--- config.mk ---
export PLATFORM = sky130hd
export DESIGN_NAME = axis_fifo_pkt_drop_flat
export DESIGN_NICKNAME = d
export VERILOG_FILES = /design/src/rtl/axis_fifo_pkt_drop_if.sv /design/src/rtl/axis_fifo_pkt_drop.sv /design/src/flat_wrapper.sv
export SDC_FILE = /design/constraint.sdc
export NUM_CORES = 2
export LEC_CHECK = 0
export CAP_MARGIN = 20
export CORE_UTILIZATION = 35
export DETAILED_ROUTE_END_ITERATION = 10
export PLACE_DENSITY = 0.57
export SLEW_MARGIN = 10
export SYNTH_ARGS = -nofsm -noshare
export SYNTH_HDL_FRONTEND = slang
export SYNTH_SLANG_ARGS = --single-unit
--- constraint.sdc ---
create_clock -name clk -period 7.94 [get_ports clk]
set_clock_uncertainty 0.05 [all_clocks]
set_input_delay 1.588 -clock clk [delete_from_list [all_inputs] [get_ports clk]]
set_output_delay 1.588 -clock clk [all_outputs]
set_load 0.01 [all_outputs]
--- src/rtl/axis_fifo_pkt_drop_if.sv ---
// AXI-Stream bundle used on both sides of the packet FIFO.
// tuser marks a bad packet on its tlast beat.
interface axis_fifo_pkt_drop_if #(
    parameter int WIDTH = 32
);
    logic [WIDTH-1:0] tdata;
    logic             tvalid;
    logic             tlast;
    logic             tuser;
    logic             tready;

    modport master (output tdata, output tvalid, output tlast, output tuser, input tready);
    modport slave  (input tdata, input tvalid, input tlast, input tuser, output tready);
endinterface

--- src/rtl/axis_fifo_pkt_drop.sv ---
// Store-and-forward AXI-Stream packet FIFO. Packets are released only once their
// tlast beat commits; errored or overflowing packets are discarded by rewinding wr_ptr.
module axis_fifo_pkt_drop #(
    parameter int WIDTH         = 32,
    parameter int DEEP          = 64,
    parameter int DEEP_BITS     = $clog2(DEEP),
    parameter bit DROP_OVERSIZE = 1'b1,
    parameter int DROP_CNT_BITS = 16
) (
    input  logic                     clk,
    input  logic                     rst,
    axis_fifo_pkt_drop_if.slave      s_rx,
    axis_fifo_pkt_drop_if.master     m_tx,
    output logic [DEEP_BITS:0]       fifo_used,
    output logic [DEEP_BITS:0]       pkt_count,
    output logic [DROP_CNT_BITS-1:0] drop_count,
    output logic                     drop_pulse
);
    localparam logic [DEEP_BITS:0] DEPTH   = (DEEP_BITS + 1)'(DEEP);
    localparam logic [DEEP_BITS:0] PTR_ONE = (DEEP_BITS + 1)'(1);

    function automatic logic [DROP_CNT_BITS-1:0] sat_inc(input logic [DROP_CNT_BITS-1:0] v);
        return (&v) ? v : v + DROP_CNT_BITS'(1);
    endfunction

    logic [WIDTH:0]     mem [DEEP];
    logic [DEEP_BITS:0] wr_ptr;
    logic [DEEP_BITS:0] wr_commit;
    logic [DEEP_BITS:0] rd_ptr;
    logic               ovf;
    logic               rdy_en;

    logic [WIDTH-1:0]   data_p1;
    logic               last_p1;
    logic               vld_p1;

    logic full;
    logic readable;
    logic wr_acc;
    logic wr_store;
    logic wr_end;
    logic drop;
    logic commit;
    logic pop;
    logic load;

    // Full and readable come from registered pointers only, so tready never depends on tready.
    always_comb begin
        fifo_used = wr_ptr - rd_ptr;
        full      = (fifo_used == DEPTH);
        readable  = (rd_ptr != wr_commit);
        wr_acc    = s_rx.tvalid && s_rx.tready;
        wr_store  = wr_acc && !full && !ovf;
        wr_end    = wr_acc && s_rx.tlast;
        drop      = wr_end && (ovf || full || s_rx.tuser);
        commit    = wr_end && !drop;
        pop       = vld_p1 && m_tx.tready;
        load      = readable && (!vld_p1 || m_tx.tready);
    end

    assign s_rx.tready = rdy_en && (!full || DROP_OVERSIZE);

    // Write stage p0: speculative write, commit on good tlast, rewind on drop
    always_ff @(posedge clk) begin
        if (wr_store)
            mem[wr_ptr[DEEP_BITS-1:0]] <= {s_rx.tlast, s_rx.tdata};
    end

    always_ff @(posedge clk or posedge rst) begin
        if (rst) begin
            wr_ptr     <= '0;
            wr_commit  <= '0;
            ovf        <= 1'b0;
            rdy_en     <= 1'b0;
            drop_pulse <= 1'b0;
            drop_count <= '0;
            pkt_count  <= '0;
        end else begin
            rdy_en     <= 1'b1;
            drop_pulse <= drop;
            if (drop) begin
                wr_ptr     <= wr_commit;
                ovf        <= 1'b0;
                drop_count <= sat_inc(drop_count);
            end else begin
                if (wr_store)
                    wr_ptr <= wr_ptr + PTR_ONE;
                if (commit)
                    wr_commit <= wr_ptr + PTR_ONE;
                if (wr_acc && full)
                    ovf <= 1'b1;
            end
            if (commit && !(pop && last_p1))
                pkt_count <= pkt_count + PTR_ONE;
            else if (!commit && pop && last_p1)
                pkt_count <= pkt_count - PTR_ONE;
        end
    end

    // Read stage p1: the RAM's synchronous read lands directly in the output register
    always_ff @(posedge clk or posedge rst) begin
        if (rst) begin
            rd_ptr  <= '0;
            vld_p1  <= 1'b0;
            data_p1 <= '0;
            last_p1 <= 1'b0;
        end else if (load) begin
            {last_p1, data_p1} <= mem[rd_ptr[DEEP_BITS-1:0]];
            rd_ptr             <= rd_ptr + PTR_ONE;
            vld_p1             <= 1'b1;
        end else if (pop) begin
            vld_p1 <= 1'b0;
        end
    end

    assign m_tx.tdata  = data_p1;
    assign m_tx.tvalid = vld_p1;
    assign m_tx.tlast  = last_p1;
    assign m_tx.tuser  = 1'b0;
endmodule

--- src/flat_wrapper.sv ---
// flat-port wrapper written by rule: the top's interface ports become plain ports
module axis_fifo_pkt_drop_flat 
#(
    parameter int WIDTH         = 32,
    parameter int DEEP          = 64,
    parameter int DEEP_BITS     = $clog2(DEEP),
    parameter bit DROP_OVERSIZE = 1'b1,
    parameter int DROP_CNT_BITS = 16
)
  (clk, rst, fifo_used, pkt_count, drop_count, drop_pulse, s_rx_tdata, s_rx_tvalid, s_rx_tlast, s_rx_tuser, s_rx_tready, m_tx_tdata, m_tx_tvalid, m_tx_tlast, m_tx_tuser, m_tx_tready);
  axis_fifo_pkt_drop_if #(.WIDTH(WIDTH)) s_rx_i ();
  axis_fifo_pkt_drop_if #(.WIDTH(WIDTH)) m_tx_i ();
  input  logic clk;
  input  logic rst;
  output logic [DEEP_BITS:0] fifo_used;
  output logic [DEEP_BITS:0] pkt_count;
  output logic [DROP_CNT_BITS-1:0] drop_count;
  output logic drop_pulse;
  input wire logic [$bits(s_rx_i.tdata)-1:0] s_rx_tdata;
  input wire logic [$bits(s_rx_i.tvalid)-1:0] s_rx_tvalid;
  input wire logic [$bits(s_rx_i.tlast)-1:0] s_rx_tlast;
  input wire logic [$bits(s_rx_i.tuser)-1:0] s_rx_tuser;
  output wire logic [$bits(s_rx_i.tready)-1:0] s_rx_tready;
  output wire logic [$bits(m_tx_i.tdata)-1:0] m_tx_tdata;
  output wire logic [$bits(m_tx_i.tvalid)-1:0] m_tx_tvalid;
  output wire logic [$bits(m_tx_i.tlast)-1:0] m_tx_tlast;
  output wire logic [$bits(m_tx_i.tuser)-1:0] m_tx_tuser;
  input wire logic [$bits(m_tx_i.tready)-1:0] m_tx_tready;
  assign s_rx_i.tdata = s_rx_tdata;
  assign s_rx_i.tvalid = s_rx_tvalid;
  assign s_rx_i.tlast = s_rx_tlast;
  assign s_rx_i.tuser = s_rx_tuser;
  assign s_rx_tready = s_rx_i.tready;
  assign m_tx_tdata = m_tx_i.tdata;
  assign m_tx_tvalid = m_tx_i.tvalid;
  assign m_tx_tlast = m_tx_i.tlast;
  assign m_tx_tuser = m_tx_i.tuser;
  assign m_tx_i.tready = m_tx_tready;
  axis_fifo_pkt_drop #(.WIDTH(WIDTH), .DEEP(DEEP), .DEEP_BITS(DEEP_BITS), .DROP_OVERSIZE(DROP_OVERSIZE), .DROP_CNT_BITS(DROP_CNT_BITS)) u_core (.clk(clk), .rst(rst), .s_rx(s_rx_i), .m_tx(m_tx_i), .fifo_used(fifo_used), .pkt_count(pkt_count), .drop_count(drop_count), .drop_pulse(drop_pulse));
endmodule
==> summary.md <==
The flow ran to the end, but the final reports show violations. The checks that failed: DRC. For the effective utilization at floorplan, the log shows 0.353. The most used flip-flop cell after synthesis is edfxtp_1.

For this block, wires on met1 add up to 91600 microns. In the routed layout, each cell is associated on average with a via count of 5.44. The tools report the launch point of the worst hold path as u_core.drop_count[9]. In this run the remaining antenna-violating nets after routing total 0. Met3 layer wire length in the routed design: 13900 microns. The run gives 4.63 ns as the signal arrival time at the worst endpoint.

The floorplan step defined a die boundary enclosing 242000 sq um. The post-synthesis compound-gate area fraction works out to 0.0123. First-pass GRT wire length: 314000 microns. The logs give 0.184 for the global routing usage summed across all routing layers and 239000 sq um for the standard cell core area. For this run, design rule violations remaining after detail routing come to 3. Setup total negative slack on the finished layout was measured at 0 ns.

Counting flops and latches in the post-synthesis netlist gives 2193. The via count of the first global-routing pass is 39003, and the initial antenna violation count is 20. Relative to the synthesized area, the layout overhead comes to 15.5%.

The floorplan step set the die width to 492 microns. After technology mapping, the gate count stands at 3498. At the pin with the least slew margin, the transition time is 1.11 ns. In this run, post-CTS repair resized a total of 0 instances. The number of design-rule violations left by the first detailed-router iteration is 4462, and the count of H-tree levels built during CTS is 4.

The tools report the hold path endpoint as u_core.drop_count[9]. Hold violation total from the final report: 0. The setup fix buffers added after clock tree synthesis is 0. The highest layer touched by signal routing is met5. IR analysis of the VDD net gives a maximum drop of 0.273 mV. The floorplan step set the die height to 492 microns. Row generation in the floorplan step produced 179 rows. For the worst setup path, the data required time is 6.30 ns. For the number of failing setup endpoints in the final timing report, the log shows 0. The post-synth design cell area is 84100 sq um. The basic-gate share of the synthesized area counting and, or, nand and nor cells was 0.0121.

After detailed routing, the met2 layer carries 111000 microns of wire. Counting the fill cells in the layout gives 20553. Mean instance size in the synthesized netlist: 24.1 sq um.

The run gives 0 as the warning count from the yosys run. Buffers placed on the I/O ports in this run total 103. The class of the most critical setup path is flop to primary output. The logs give 0.259 for the headroom to the max-slew limit and 29.9 nW for the leakage power figure.

The first detailed-routing pass took 11 iterations. The final number of max-transition violations was 0. In this run the critical register-to-register path is launched from u_core.rd_ptr[4].

The portion of netlist area occupied by mux cells was 0.180; the ratio of final minimum period to clock period was 0.790. Clock tree synthesis inserted a total of 210 buffers. The arithmetic-cell share of the synthesized area counting full adders, half adders and majority gates works out to 0.00187. The combinational family with the most area after synthesis is multiplexers. The worst setup path is captured at a primary output. The clock reaches the later pin of the worst-skew pair after 0.85 ns. Setup repair after global routing left no endpoint under its margin. The post-synthesis cell type count was 68; the number of placed I/O pins was 105. The number of nets in the synthesized netlist is 3548. The logs give 223000 microns for the wire length reported by the detailed router and 2193 for the clock sink count.

Across all layers, the routed design uses 38542 vias. Buffers inserted to repair hold after CTS numbered 0. Pin count of the biggest net entering global routing: 142. The worst hold path belongs to the class flop to flop. The average detailed-routed wire length per instance was 31.5 microns; the final net count was 3790. The fraction of the yosys area taken by sequential cells came out at 0.778. Counting flops with a built-in enable in the synthesized netlist gives 2112. The logs give 1.89 ns for the setup slack on the worst flop-to-flop path and 0 for the global route total overflow. Once detailed placement completed, the half-perimeter wirelength came to 131000 microns. The parity-gate share of the synthesized area counting xor and xnor cells was 0.00510. The async set-reset flop share out of synthesis is 0.0369.

The tools report the core utilization of the finished layout as 0.407. Counting along the longest clock path gives a buffer depth of 3. Timing would allow up to 159 MHz. The proportion of layout cells with a drive suffix above 1 came out at 0.311. The worst-case reg-to-reg path depth was 11; the power per cell area was 348 nW/um^2.

The worst setup path is launched from a flop. The cell depth of the worst min-delay path was 1. The tools report the buffer type at the clock tree root as clkbuf_16. The worst register-to-register path ends at u_core.mem[50][17].

In this run the worst path has a maximum fanout of 35. Number of maximum-capacitance violations: 0. Leaving out fill and tap cells, the most frequent cell in the layout is edfxtp_1. The weighted congestion reported at the end of routability-driven placement was 0.831; the clock-pin slew on the worst setup and hold paths was 0.06 ns.

TritonCTS built the clock tree. Subtracting the final worst setup slack from the clock period gives 6.27 ns. The top cell types in the final layout, fill and taps aside, are 2112 x edfxtp_1, 657 x mux4_2, 211 x clkbuf_16.
## power breakdown
part           internal (mW)  switching (mW)
clock                   6.11            4.32
combinational           4.22            5.68
sequential              13.0           0.484
total                   23.3            10.5
## routing by layer
| layer | GRT usage | vias to the layer above |
|---|---|---|
| met5 | 0 | - |
| met4 | 0.0538 | 14 |
| met3 | 0.0307 | 281 |
| met2 | 0.304 | 1320 |
| met1 | 0.250 | 21327 |
| li1 | - | 15600 |
## synthesized netlist by cell type (3+ instances only)
cell type,number,share of area
nor3_2,5,0.00059
xor2_1,21,0.0022
mux2i_1,36,0.0043
nor2b_1,3,0.00022
nor3_1,27,0.0016
o21ai_0,19,0.0011
o22ai_1,3,0.00022
mux4_2,657,0.18
nor4_1,4,0.00030
nor2_1,73,0.0033
nand2b_1,4,0.00030
inv_2,3,0.00013
clkbuf_1,104,0.0046
xnor2_1,28,0.0029
a21oi_1,12,0.00071
dfrtp_1,81,0.024
buf_2,51,0.0030
nand3_1,19,0.0011
and3_1,5,0.00037
buf_1,29,0.0013
o31ai_1,33,0.0029
or3_1,6,0.00045
nand4_1,6,0.00045
edfxtp_1,2112,0.75
nand2_1,44,0.0020
inv_1,19,0.00085
ha_1,11,0.0016
a211oi_1,3,0.00027
a222oi_1,31,0.0037
## worst max-delay path by stage
stage	slack, ns	from	cells after the start	end
5_1_grt	1.45	u_core.rd_ptr[2]	8	fifo_used[6]
6_report	1.67	u_core.rd_ptr[2]	8	fifo_used[6]
4_1_cts	1.60	u_core.rd_ptr[2]	8	fifo_used[6]
3_3_place_gp	2.06	u_core.rd_ptr[2]	10	u_core.mem[58][25]
2_1_floorplan	1.90	u_core.rd_ptr[2]	13	u_core.mem[12][0]
3_5_place_dp	2.04	u_core.rd_ptr[2]	10	u_core.mem[57][25]
## registers in the layout (all words and copies together) (netlist names)
name,count
u_core.mem,2112
u_core.m_tx.tdata,32
u_core.drop_count,16
u_core.pkt_count,7
u_core.rd_ptr,7
u_core.wr_commit,7
u_core.wr_ptr,7
u_core.drop_pulse,1
u_core.m_tx.tlast,1
u_core.m_tx.tvalid,1
u_core.ovf,1
u_core.s_rx.tready,1
## cell type report
type	instances	area [sq um]	share of cell area
Tap cell	3167	3960	0.0408
Sequential cell	2193	65500	0.674
Timing Repair Buffer	217	2180	0.0224
Antenna cell	7	17.5	0.000180
Multi-Input combinational cell	1095	18300	0.188
Inverter	23	98.8	0.00102
Clock inverter	134	1680	0.0173
Clock buffer	251	5470	0.0563
## per-stage QoR
step	instances	hold WS (ns)	setup slack [ns]	cell area [sq um]	power, mW
floorplan	3498	0.439	1.90	84100	19.5
global placement	6671	0.433	2.06	89500	23.8
detailed placement	6683	0.433	2.04	89700	23.8
CTS	7068	0.454	1.60	96900	34.2
global route	7081	0.476	1.45	97200	34.8
finish	7087	0.445	1.67	97200	33.8
## worst max-delay path, cell delays in order (launching register included)
cell and delay, ns:
dfrtp_4 0.67, inv_4 0.57, ha_1 0.40, nand2b_1 0.14, a211oi_1 0.10, nor4_1 0.60
nor2_4 0.17, inv_2 0.21, clkdlybuf4s50_1 0.93
## cell families (layout without fill, tap and decap cells)
family | after synthesis | count (layout)
compound gates | 127 | 127
buf+inv | 210 | 625
fa+ha+maj | 12 | 12
mux | 695 | 695
other cells | 2 | 9
xor+xnor | 49 | 49
flops | 2193 | 2193
simple gates | 210 | 210
Note: power is estimated with default switching activity, not from simulation.
